## src/rtl/spi_pkg.sv

```systemverilog
// Shared definitions for the SPI transmit arbiter slice.
// Contents: default parameter values, the arbiter state encoding and a
// small modulo-add helper used for round-robin index arithmetic.
package spi_pkg;

    localparam int unsigned NUM_REQ_DEF     = 4;
    localparam int unsigned DATA_W_DEF      = 8;
    localparam int unsigned ACK_TIMEOUT_DEF = 255;

    typedef enum logic [2:0] {
        ST_IDLE  = 3'd0,
        ST_GRANT = 3'd1,
        ST_SEND  = 3'd2,
        ST_WAIT  = 3'd3,
        ST_DONE  = 3'd4
    } state_t;

    // (a + b) mod n, valid for a < n and b <= n.
    function automatic int unsigned wrap_add(input int unsigned a,
                                             input int unsigned b,
                                             input int unsigned n);
        int unsigned s;
        s = a + b;
        return (s >= n) ? s - n : s;
    endfunction

endpackage

```

## src/rtl/spi_tx_arbiter_if.sv

```systemverilog
// Requester / transmitter bundle for spi_tx_arbiter.
//   req       per-requester level request, held until its done
//   req_data  per-requester byte, requester i at [i*DATA_W +: DATA_W]
//   gnt       one-hot grant
//   done      one-cycle completion pulse to the granted requester
//   err       one-cycle busy-timeout pulse to the granted requester
//   tx_data   byte presented to the SPI transmitter
//   tx_send   send request to the transmitter
//   tx_busy   transmitter busy (sck domain, asynchronous to clk)
// slave: the arbiter side; master: requesters plus transmitter side.
interface spi_tx_arbiter_if #(
    parameter int unsigned NUM_REQ = spi_pkg::NUM_REQ_DEF,
    parameter int unsigned DATA_W  = spi_pkg::DATA_W_DEF
) ();

    logic [NUM_REQ-1:0]        req;
    logic [NUM_REQ*DATA_W-1:0] req_data;
    logic [NUM_REQ-1:0]        gnt;
    logic [NUM_REQ-1:0]        done;
    logic [NUM_REQ-1:0]        err;
    logic [DATA_W-1:0]         tx_data;
    logic                      tx_send;
    logic                      tx_busy;

    modport slave (
        input  req, req_data, tx_busy,
        output gnt, done, err, tx_data, tx_send
    );

    modport master (
        output req, req_data, tx_busy,
        input  gnt, done, err, tx_data, tx_send
    );

endinterface

```

## src/rtl/spi_busy_sync.sv

```systemverilog
// Two-flop synchronizer bringing the transmitter busy flag into clk.
//   clk     system clock
//   reset   synchronous active-high reset, clears both flops
//   busy    asynchronous busy from the sck domain
//   busy_s  synchronized busy
module spi_busy_sync (
    input  logic clk,
    input  logic reset,
    input  logic busy,
    output logic busy_s
);

    logic meta;

    always_ff @(posedge clk) begin
        if (reset) begin
            meta   <= 1'b0;
            busy_s <= 1'b0;
        end else begin
            meta   <= busy;
            busy_s <= meta;
        end
    end

endmodule

```

## src/rtl/spi_tx_arbiter.sv

```systemverilog
// Round-robin arbiter sharing one SPI leader transmitter between NUM_REQ
// requesters. A winner is granted, its byte latched onto tx_data, tx_send
// raised until the transmitter reports busy, then done is pulsed once busy
// clears. If busy never rises within ACK_TIMEOUT cycles, err is pulsed.
//   clk    system clock
//   reset  synchronous active-high reset
//   bus    spi_tx_arbiter_if.slave (req/req_data in, gnt/done/err,
//          tx_data/tx_send out, tx_busy in)
module spi_tx_arbiter import spi_pkg::*; #(
    parameter int unsigned NUM_REQ     = NUM_REQ_DEF,
    parameter int unsigned DATA_W      = DATA_W_DEF,
    parameter int unsigned ACK_TIMEOUT = ACK_TIMEOUT_DEF
) (
    input  logic              clk,
    input  logic              reset,
    spi_tx_arbiter_if.slave   bus
);

    localparam int unsigned IDX_W = (NUM_REQ > 1) ? $clog2(NUM_REQ) : 1;
    localparam int unsigned CNT_W = (ACK_TIMEOUT > 0) ? $clog2(ACK_TIMEOUT + 1) : 1;
    localparam logic [CNT_W-1:0] TO_LAST = CNT_W'(ACK_TIMEOUT);

    state_t             state;
    state_t             state_nxt;
    logic               busy_s;
    logic [IDX_W-1:0]   ptr;
    logic [IDX_W-1:0]   winner;
    logic [IDX_W-1:0]   sel;
    logic [IDX_W-1:0]   cand;
    logic               sel_hit;
    logic [DATA_W-1:0]  sel_data;
    logic [DATA_W-1:0]  tx_data_q;
    logic [CNT_W-1:0]   cnt;
    logic [1:0]         warm;
    logic               timeout;
    logic [NUM_REQ-1:0] gnt_c;
    logic [NUM_REQ-1:0] done_c;
    logic [NUM_REQ-1:0] err_c;
    logic               send_c;

    spi_busy_sync u_busy_sync (
        .clk    (clk),
        .reset  (reset),
        .busy   (bus.tx_busy),
        .busy_s (busy_s)
    );

    // Round-robin: first high req at or after ptr, wrapping.
    always_comb begin
        sel     = '0;
        cand    = '0;
        sel_hit = 1'b0;
        for (int unsigned i = 0; i < NUM_REQ; i++) begin
            cand = IDX_W'(wrap_add(32'(ptr), i, NUM_REQ));
            if (!sel_hit && bus.req[cand]) begin
                sel_hit = 1'b1;
                sel     = cand;
            end
        end
    end

    always_comb begin
        sel_data = '0;
        for (int unsigned i = 0; i < NUM_REQ; i++) begin
            if (sel == IDX_W'(i)) begin
                sel_data = bus.req_data[i*DATA_W +: DATA_W];
            end
        end
    end

    always_comb begin
        state_nxt = state;
        gnt_c     = '0;
        done_c    = '0;
        err_c     = '0;
        send_c    = 1'b0;
        timeout   = 1'b0;
        unique case (state)
            ST_IDLE: begin
                // warm[1] holds off arbitration until the synchronizer
                // reflects the real busy level after reset; otherwise its
                // cleared flops would look like an idle transmitter.
                if (warm[1] && sel_hit && !busy_s) begin
                    state_nxt = ST_GRANT;
                end
            end
            ST_GRANT: begin
                gnt_c[winner] = 1'b1;
                state_nxt     = ST_SEND;
            end
            ST_SEND: begin
                gnt_c[winner] = 1'b1;
                send_c        = 1'b1;
                if (busy_s) begin
                    state_nxt = ST_WAIT;
                end else if (cnt == TO_LAST) begin
                    timeout       = 1'b1;
                    err_c[winner] = 1'b1;
                    state_nxt     = ST_IDLE;
                end
            end
            ST_WAIT: begin
                gnt_c[winner] = 1'b1;
                if (!busy_s) begin
                    state_nxt = ST_DONE;
                end
            end
            ST_DONE: begin
                gnt_c[winner]  = 1'b1;
                done_c[winner] = 1'b1;
                state_nxt      = ST_IDLE;
            end
            default: state_nxt = ST_IDLE;
        endcase
    end

    always_ff @(posedge clk) begin
        if (reset) begin
            state     <= ST_IDLE;
            ptr       <= '0;
            winner    <= '0;
            tx_data_q <= '0;
            cnt       <= '0;
            warm      <= '0;
        end else begin
            state <= state_nxt;
            warm  <= {warm[0], 1'b1};
            if (state == ST_IDLE && state_nxt == ST_GRANT) begin
                winner    <= sel;
                tx_data_q <= sel_data;
            end
            cnt <= (state == ST_SEND) ? cnt + 1'b1 : '0;
            // Advance past the winner on success or timeout alike.
            if (state == ST_DONE || timeout) begin
                ptr <= IDX_W'(wrap_add(32'(winner), 1, NUM_REQ));
            end
        end
    end

    assign bus.gnt     = gnt_c;
    assign bus.done    = done_c;
    assign bus.err     = err_c;
    assign bus.tx_send = send_c;
    assign bus.tx_data = tx_data_q;

endmodule

```

## src/flat_wrapper.sv

```systemverilog
// flat-port wrapper written by rule: the top's interface ports become plain ports
module spi_tx_arbiter_flat import spi_pkg::*;
#(
    parameter int unsigned NUM_REQ     = NUM_REQ_DEF,
    parameter int unsigned DATA_W      = DATA_W_DEF,
    parameter int unsigned ACK_TIMEOUT = ACK_TIMEOUT_DEF
)
  (clk, reset, bus_req, bus_req_data, bus_tx_busy, bus_gnt, bus_done, bus_err, bus_tx_data, bus_tx_send);
  spi_tx_arbiter_if #(.NUM_REQ(NUM_REQ), .DATA_W(DATA_W)) bus_i ();
  input  logic clk;
  input  logic reset;
  input wire logic [$bits(bus_i.req)-1:0] bus_req;
  input wire logic [$bits(bus_i.req_data)-1:0] bus_req_data;
  input wire logic [$bits(bus_i.tx_busy)-1:0] bus_tx_busy;
  output wire logic [$bits(bus_i.gnt)-1:0] bus_gnt;
  output wire logic [$bits(bus_i.done)-1:0] bus_done;
  output wire logic [$bits(bus_i.err)-1:0] bus_err;
  output wire logic [$bits(bus_i.tx_data)-1:0] bus_tx_data;
  output wire logic [$bits(bus_i.tx_send)-1:0] bus_tx_send;
  assign bus_i.req = bus_req;
  assign bus_i.req_data = bus_req_data;
  assign bus_i.tx_busy = bus_tx_busy;
  assign bus_gnt = bus_i.gnt;
  assign bus_done = bus_i.done;
  assign bus_err = bus_i.err;
  assign bus_tx_data = bus_i.tx_data;
  assign bus_tx_send = bus_i.tx_send;
  spi_tx_arbiter #(.NUM_REQ(NUM_REQ), .DATA_W(DATA_W), .ACK_TIMEOUT(ACK_TIMEOUT)) u_core (.clk(clk), .reset(reset), .bus(bus_i));
endmodule
```

## config.mk

```make
export PLATFORM = sky130hd
export DESIGN_NAME = spi_tx_arbiter_flat
export DESIGN_NICKNAME = d
export VERILOG_FILES = /design/src/rtl/spi_pkg.sv /design/src/rtl/spi_tx_arbiter_if.sv /design/src/rtl/spi_busy_sync.sv /design/src/rtl/spi_tx_arbiter.sv /design/src/flat_wrapper.sv
export SDC_FILE = /design/constraint.sdc
export NUM_CORES = 1
export LEC_CHECK = 0
export BUFFER_PORTS_ARGS = -buffer_cell sky130_fd_sc_hd__buf_2
export CAP_MARGIN = 20
export CORE_ASPECT_RATIO = 0.9
export CORE_MARGIN = 2
export CORE_UTILIZATION = 43
export DETAILED_ROUTE_END_ITERATION = 12
export GPL_ROUTABILITY_DRIVEN = 1
export PLACE_DENSITY_LB_ADDON = 0.05
export SLEW_MARGIN = 20
export SYNTH_ARGS = -nofsm -noshare
export SYNTH_HDL_FRONTEND = slang
export SYNTH_SLANG_ARGS = --single-unit
```

## constraint.sdc

```tcl
create_clock -name clk -period 1.5 [get_ports clk]
set_input_delay 0 -clock clk [delete_from_list [all_inputs] [get_ports clk]]
set_output_delay 0 -clock clk [all_outputs]
set_load 0.1 [all_outputs]
```

* Yosys cells after proc, flatten, opt, wreduce, memory -nomap -nowiden
Cells that the tools add are included.
Operators by class: add/subtract/negate cells 10, $lt $le $gt $ge 11, equal/unequal tests 9, multiplexer cells 42, bitwise gates (word level) 1, reduce and logical (&&, ||, !) cells 16
Operators with widths (number):
- two-way mux 8 bit | 4
- two-way mux 4 bit | 5
- two-way mux 2 bit | 9
- less-than comparator 2 x 3 -> 1 bit (second input constant) | 5
- two-way mux 1 bit | 14
- >= comparator 3 bit (second input constant) | 4
- two-way mux 3 bit | 4
- case mux 3 bit (4 select lines) | 1
- subtractor 2 x 1 -> 2 bit (second input constant) | 5
- adder 8 x 1 -> 8 bit (second input constant) | 1
- binary-select mux 1 bit (select 2 bit) | 4
- == test 8 bit (second input constant) | 1
- logical AND 1 bit | 7
- adder 2 x 1 -> 3 bit (second input constant) | 2
- adder 2 x 2 -> 3 bit (second input constant) | 2
- == test 3 x 1 -> 1 bit (second input constant) | 2
- == test 3 x 2 -> 1 bit (second input constant) | 2
- == test 2 bit (second input constant) | 2
- zero test 1 bit | 4
- OR reduction 4 bit | 1
- == test 3 bit (second input constant) | 1
- >= comparator 2 x 3 -> 1 bit (second input constant) | 1
- zero test 3 bit | 1
- demux 1 bit (select 2 bit) | 1
- other kinds (6) | 6
Storage, ports and cells: bits in registers 27, bits of input ports 39, output and inout port bits 21, word-level logic and storage cells 98

* Longest topological paths before layout
depth in word-level cells 20, mapped depth 7, depth with buffers taken out 7

* By module
Synthesis repeated with hierarchy kept, for this count alone.
Unflattened totals: cells, all modules 149, area total of the unflattened synthesis 1488.9 µm²
By module, submodules not included:
- spi_tx_arbiter | times used 1, cells each 145, area each 1436.4 µm², seq. area each 500.5 µm²
- spi_busy_sync | times used 1, cells each 4, area each 52.6 µm², seq. area each 40.0 µm²

* Worst setup path before layout
OpenSTA, ideal clock, no wires.
kind register -> output, start register u_core.state[2], end output bus_err[0], arrival time 2.525 ns, required time 1.500 ns, setup slack -1.025 ns, cell stages (with the launch flop) 6, buffers on the path 1, cell sequence dfxtp_1 > buf_2 > nand2b_1 > nor2_2 > and3b_1 > and2_1
On the way: longest elaborated chain between the ends 2
Ends and longest elaborated chain:
- from (decl) | RTL line spi_tx_arbiter.sv:23 | state_t state;
- from (signal assigned) | RTL line spi_tx_arbiter.sv:126 | state <= state_nxt;
- == test 3 x 2 -> 1 bit | RTL line spi_tx_arbiter.sv:78 | unique case (state)
- two-way mux 4 bit | RTL line spi_tx_arbiter.sv:78
- to (decl) | RTL line flat_wrapper.sv:17 | output wire logic [$bits(bus_i.err)-1:0] bus_err;
No other way between the ends.

* Worst setup path after layout
start register u_core.cnt[0], end output bus_err[0]
On the way: longest elaborated chain between the ends 4
Ends and longest elaborated chain:
- from (decl) | RTL line spi_tx_arbiter.sv:33 | logic [CNT_W-1:0] cnt;
- from (signal assigned) | RTL line spi_tx_arbiter.sv:132 | cnt <= (state == ST_SEND) ? cnt + 1'b1 : '0;
- == test 8 bit | RTL line spi_tx_arbiter.sv:96 | end else if (cnt == TO_LAST) begin
- two-way mux 4 bit | RTL line spi_tx_arbiter.sv:96
- two-way mux 4 bit | RTL line spi_tx_arbiter.sv:94 | if (busy_s) begin
- two-way mux 4 bit | RTL line spi_tx_arbiter.sv:78
No other way between the ends.

==> flow_summary.json <==
{
  "status": "complete, but fails checks",
  "violations": "negative setup slack",
  "cts_num_sinks": 27,
  "synth.distinct_cells": 36,
  "clock_latency_ns": 0.28,
  "coreArea_sq_um": 3300,
  "slowest_stage": "dfxtp_2",
  "r2r_slack_ns": -0.19,
  "leakagePower_nw": 1.08,
  "cp_data_arrival_time_ns": 1.76,
  "die_h_um": 59.3,
  "setup_ws_ns": -0.261,
  "timing.critical_path.from": "u_core.cnt[0]",
  "num_vias": 1540,
  "r2r_cells": 8,
  "netlist_area_sq_um": 1460,
  "wirelength_um": 4280,
  "syn-num-nets": 208,
  "worst_setup_path_end_kind": "output port",
  "grt_usage_pct": 21.3,
  "num_antenna_cells": 0,
  "grt_pass1_wl_um": 6410,
  "powerDensity_nw_per_um2": 671,
  "crit_family": "simple AND/OR/NAND/NOR gates",
  "p_total_mw": 1.65,
  "cts_max_path_buffers": 2,
  "drive_gt1_share_pct": 56.9,
  "yosys_warnings": 0,
  "criticalPathCategory": "reg -> out",
  "wl_per_cell_um": 14.7,
  "critPathMaxStageDelay_ns": 0.35,
  "synth_top_area_share_pct": 37.0,
  "max_freq_mhz": 568,
  "fin_util_pct": 74.4,
  "finalHoldViolCount": 0,
  "cts_tree": "built",
  "startpoint_type": "flop",
  "vias_per_cell": 5.31,
  "grt_pass1_vias": 1443,
  "crit_top_cell": "and3_4",
  "grt_max_degree": 20,
  "synth.largest_area_cell": "dfxtp_1",
  "crit_required_ns": 1.50,
  "place_hpwl_um": 3030,
  "reg2reg_from": "u_core.cnt[0]",
  "antenna_found_initial": 0,
  "setup_viol_count_final": 7,
  "yosys-top-cells-area": "dfxtp_1, mux2i_1, o221ai_1, a21o_2, nor2_1",
  "area_growth_pct": 68.2,
  "slew_headroom_pct": 67.4,
  "root_buffer": "clkbuf_8",
  "grt_overflow": 0,
  "rows": 20,
  "finalCriticalPeriod_ns": 1.76,
  "crit_cells": 7,
  "endpoint": "bus_err[0]",
  "ys_seq_area_share_pct": 37.0,
  "tightest_slew_ns": 0.492,
  "finalClockSkew_ns": 0.00510,
  "htreeDepth": 1,
  "hold_class": "in -> reg",
  "ant_nets": 0,
  "finalCritPeriodShare_pct": 117,
  "syn_inst": 164,
  "critPathMaxFanout": 4,
  "setup_tns_ns": -1.40,
  "drc_errors": 0,
  "worst-path-buf-inv": 2,
  "cts_buffers": 3,
  "ys_ff_latch": 27,
  "io_buffers": 59,
  "place_congestion": 0.830,
  "clk_transition_reported_paths_ns": 0.10,
  "slew_violations": 0,
  "die_area_sq_um": 3880,
  "drtIter0Drc": 96,
  "nFillCells": 230,
  "first_pass_iters": 4,
  "dieWidth_um": 65.4,
  "nets": 291,
  "pin_count": 60,
  "worstPathCellList": "ha_4 -> and3_4 -> and3_4 -> and3b_2 -> buf_6 -> and2_4 -> buf_12",
  "ir_drop_mv": 0.709,
  "start_util_pct": 44.2,
  "maxCapViolCount": 0,
  "rsz0062_at_grt": "yes",
  "r2r-end": "u_core.ptr[1]",
  "avgSynthCellArea_sq_um": 8.90
}
[placed cells by master (no fill, tap or decap), types with 2 or more instances in the layout]
cell / netlist / final
and3_1: 9 / 7
mux2i_1: 10 / 10
nand2_1: 10 / 9
buf_6: 2 / 4
buf_2: 2 / 46
a21o_2: 8 / 7
dfxtp_2: 0 / 3
and2_4: 0 / 5
xnor2_1: 4 / 3
ha_1: 5 / 4
o221ai_2: 0 / 9
xor2_1: 3 / 3
buf_12: 0 / 14
buf_4: 0 / 19
and2_1: 8 / 3
a21oi_2: 1 / 7
dfxtp_4: 0 / 2
a21oi_1: 12 / 6
clkbuf_8: 0 / 3
nor2b_1: 5 / 4
nor2_1: 18 / 17
nor2_4: 0 / 2
nand3_1: 4 / 4
dfxtp_1: 27 / 22
and3_4: 0 / 2
inv_1: 4 / 4
[stage by stage]
stage	instance area (sq um)	setup slack, ns	hold WS [ns]	instances
5_1_grt	2460	-0.308	0.124	290
2_1_floorplan	1490	-0.349	0.128	164
3_3_place_gp	2120	-0.121	0.208	278
6_report	2460	-0.261	0.111	290
3_5_place_dp	2120	-0.147	0.220	278
4_1_cts	2260	-0.274	0.0978	284
[worst register-to-register path, stage by stage, from the launching register on]
cell	delay [ns]
dfxtp_2	0.35
ha_4	0.16
and3_4	0.17
and3_4	0.17
and3b_2	0.21
buf_4	0.13
a21o_4	0.20
mux2i_1	0.14
nor2_1	0.05
[sequential cells by signal, indices dropped and copies added (netlist names)]
| signal | count |
|---|---|
| u_core.bus.tx_data | 8 |
| u_core.warm | 2 |
| u_core.cnt | 8 |
| u_core.u_busy_sync.meta | 1 |
| u_core.u_busy_sync.busy_s | 1 |
| u_core.state | 3 |
| u_core.ptr | 2 |
| u_core.winner | 2 |
[per-layer routing]
layer | track usage (%) | vias to the layer above | wire (um)
li1 | - | 754 | -
met1 | 25.9 | 744 | 1850
met2 | 37.6 | 36 | 2170
met3 | 3.99 | 6 | 206
met4 | 7.74 | 0 | 52
met5 | 0 | - | 0
[synth_stat cells, drive strengths merged]
cell     number
nand4         1
and4          1
nor4b         1
o21ai         2
and3b         1
nor2b         5
nor4          1
a2111oi       1
ha            5
a311o         1
a211oi        2
or2b          1
buf           4
xnor2         4
a21o          9
mux2i        10
o31a          1
and3          9
inv           5
o221ai       10
nand2b        1
xor2          3
clkbuf        3
dfxtp        27
nand2        10
nand3         4
a21oi        13
nor2         20
and2          8
nand3b        1
[what timing repair did]
| item | in CTS | in global routing |
|---|---|---|
| endpoints found under the setup margin | 15 | 21 |
| resized for setup | 19 | 30 |
| hold endpoints to repair | 1 | 0 |
| cloned | 0 | 1 |
| buffers inserted | 1 | 5 |
| hold buffers | 1 | 0 |
| pin swaps | 4 | 14 |
[final cells by class]
cell class / count / area, sq um / area share [%]
well taps: 44 / 55.1 / 2.24
clock inverters: 1 / 7.51 / 0.306
inverters: 5 / 18.8 / 0.764
clock buffers: 3 / 41.3 / 1.68
multi-input cells: 126 / 1070 / 43.7
flip-flops and latches: 27 / 552 / 22.5
repair buffers: 84 / 708 / 28.8
[how the worst min path moves through the flow]
stage,startpoint,endpoint,slack [ns],depth (start not counted)
floorplan,bus_tx_busy,u_core.u_busy_sync.meta,0.13,1
global placement,bus_tx_busy,u_core.u_busy_sync.meta,0.21,2
detailed placement,bus_tx_busy,u_core.u_busy_sync.meta,0.22,2
CTS,reset,u_core.ptr[1],0.1,2
global route,bus_req_data[22],u_core.bus.tx_data[6],0.12,4
finish,bus_req_data[22],u_core.bus.tx_data[6],0.11,4
[power by group]
part | internal [mW] | switching (mW) | leakage [nW]
sequential | 0.739 | 0.0167 | 0.223
clock | 0.189 | 0.241 | 0.0217
combinational | 0.171 | 0.291 | 0.837
[cells by family after synthesis]
kind of cell	share of synthesized area [%]
buffers and inverters	4.28
multiplexers	6.86
AO/OA/AOI/OAI	20.4
AND/OR/NAND/NOR	23.0
flip-flops	37.0
XOR/XNOR	4.20
adder cells (fa/ha/maj)	4.28
Note: power is estimated with default switching activity, not from simulation.
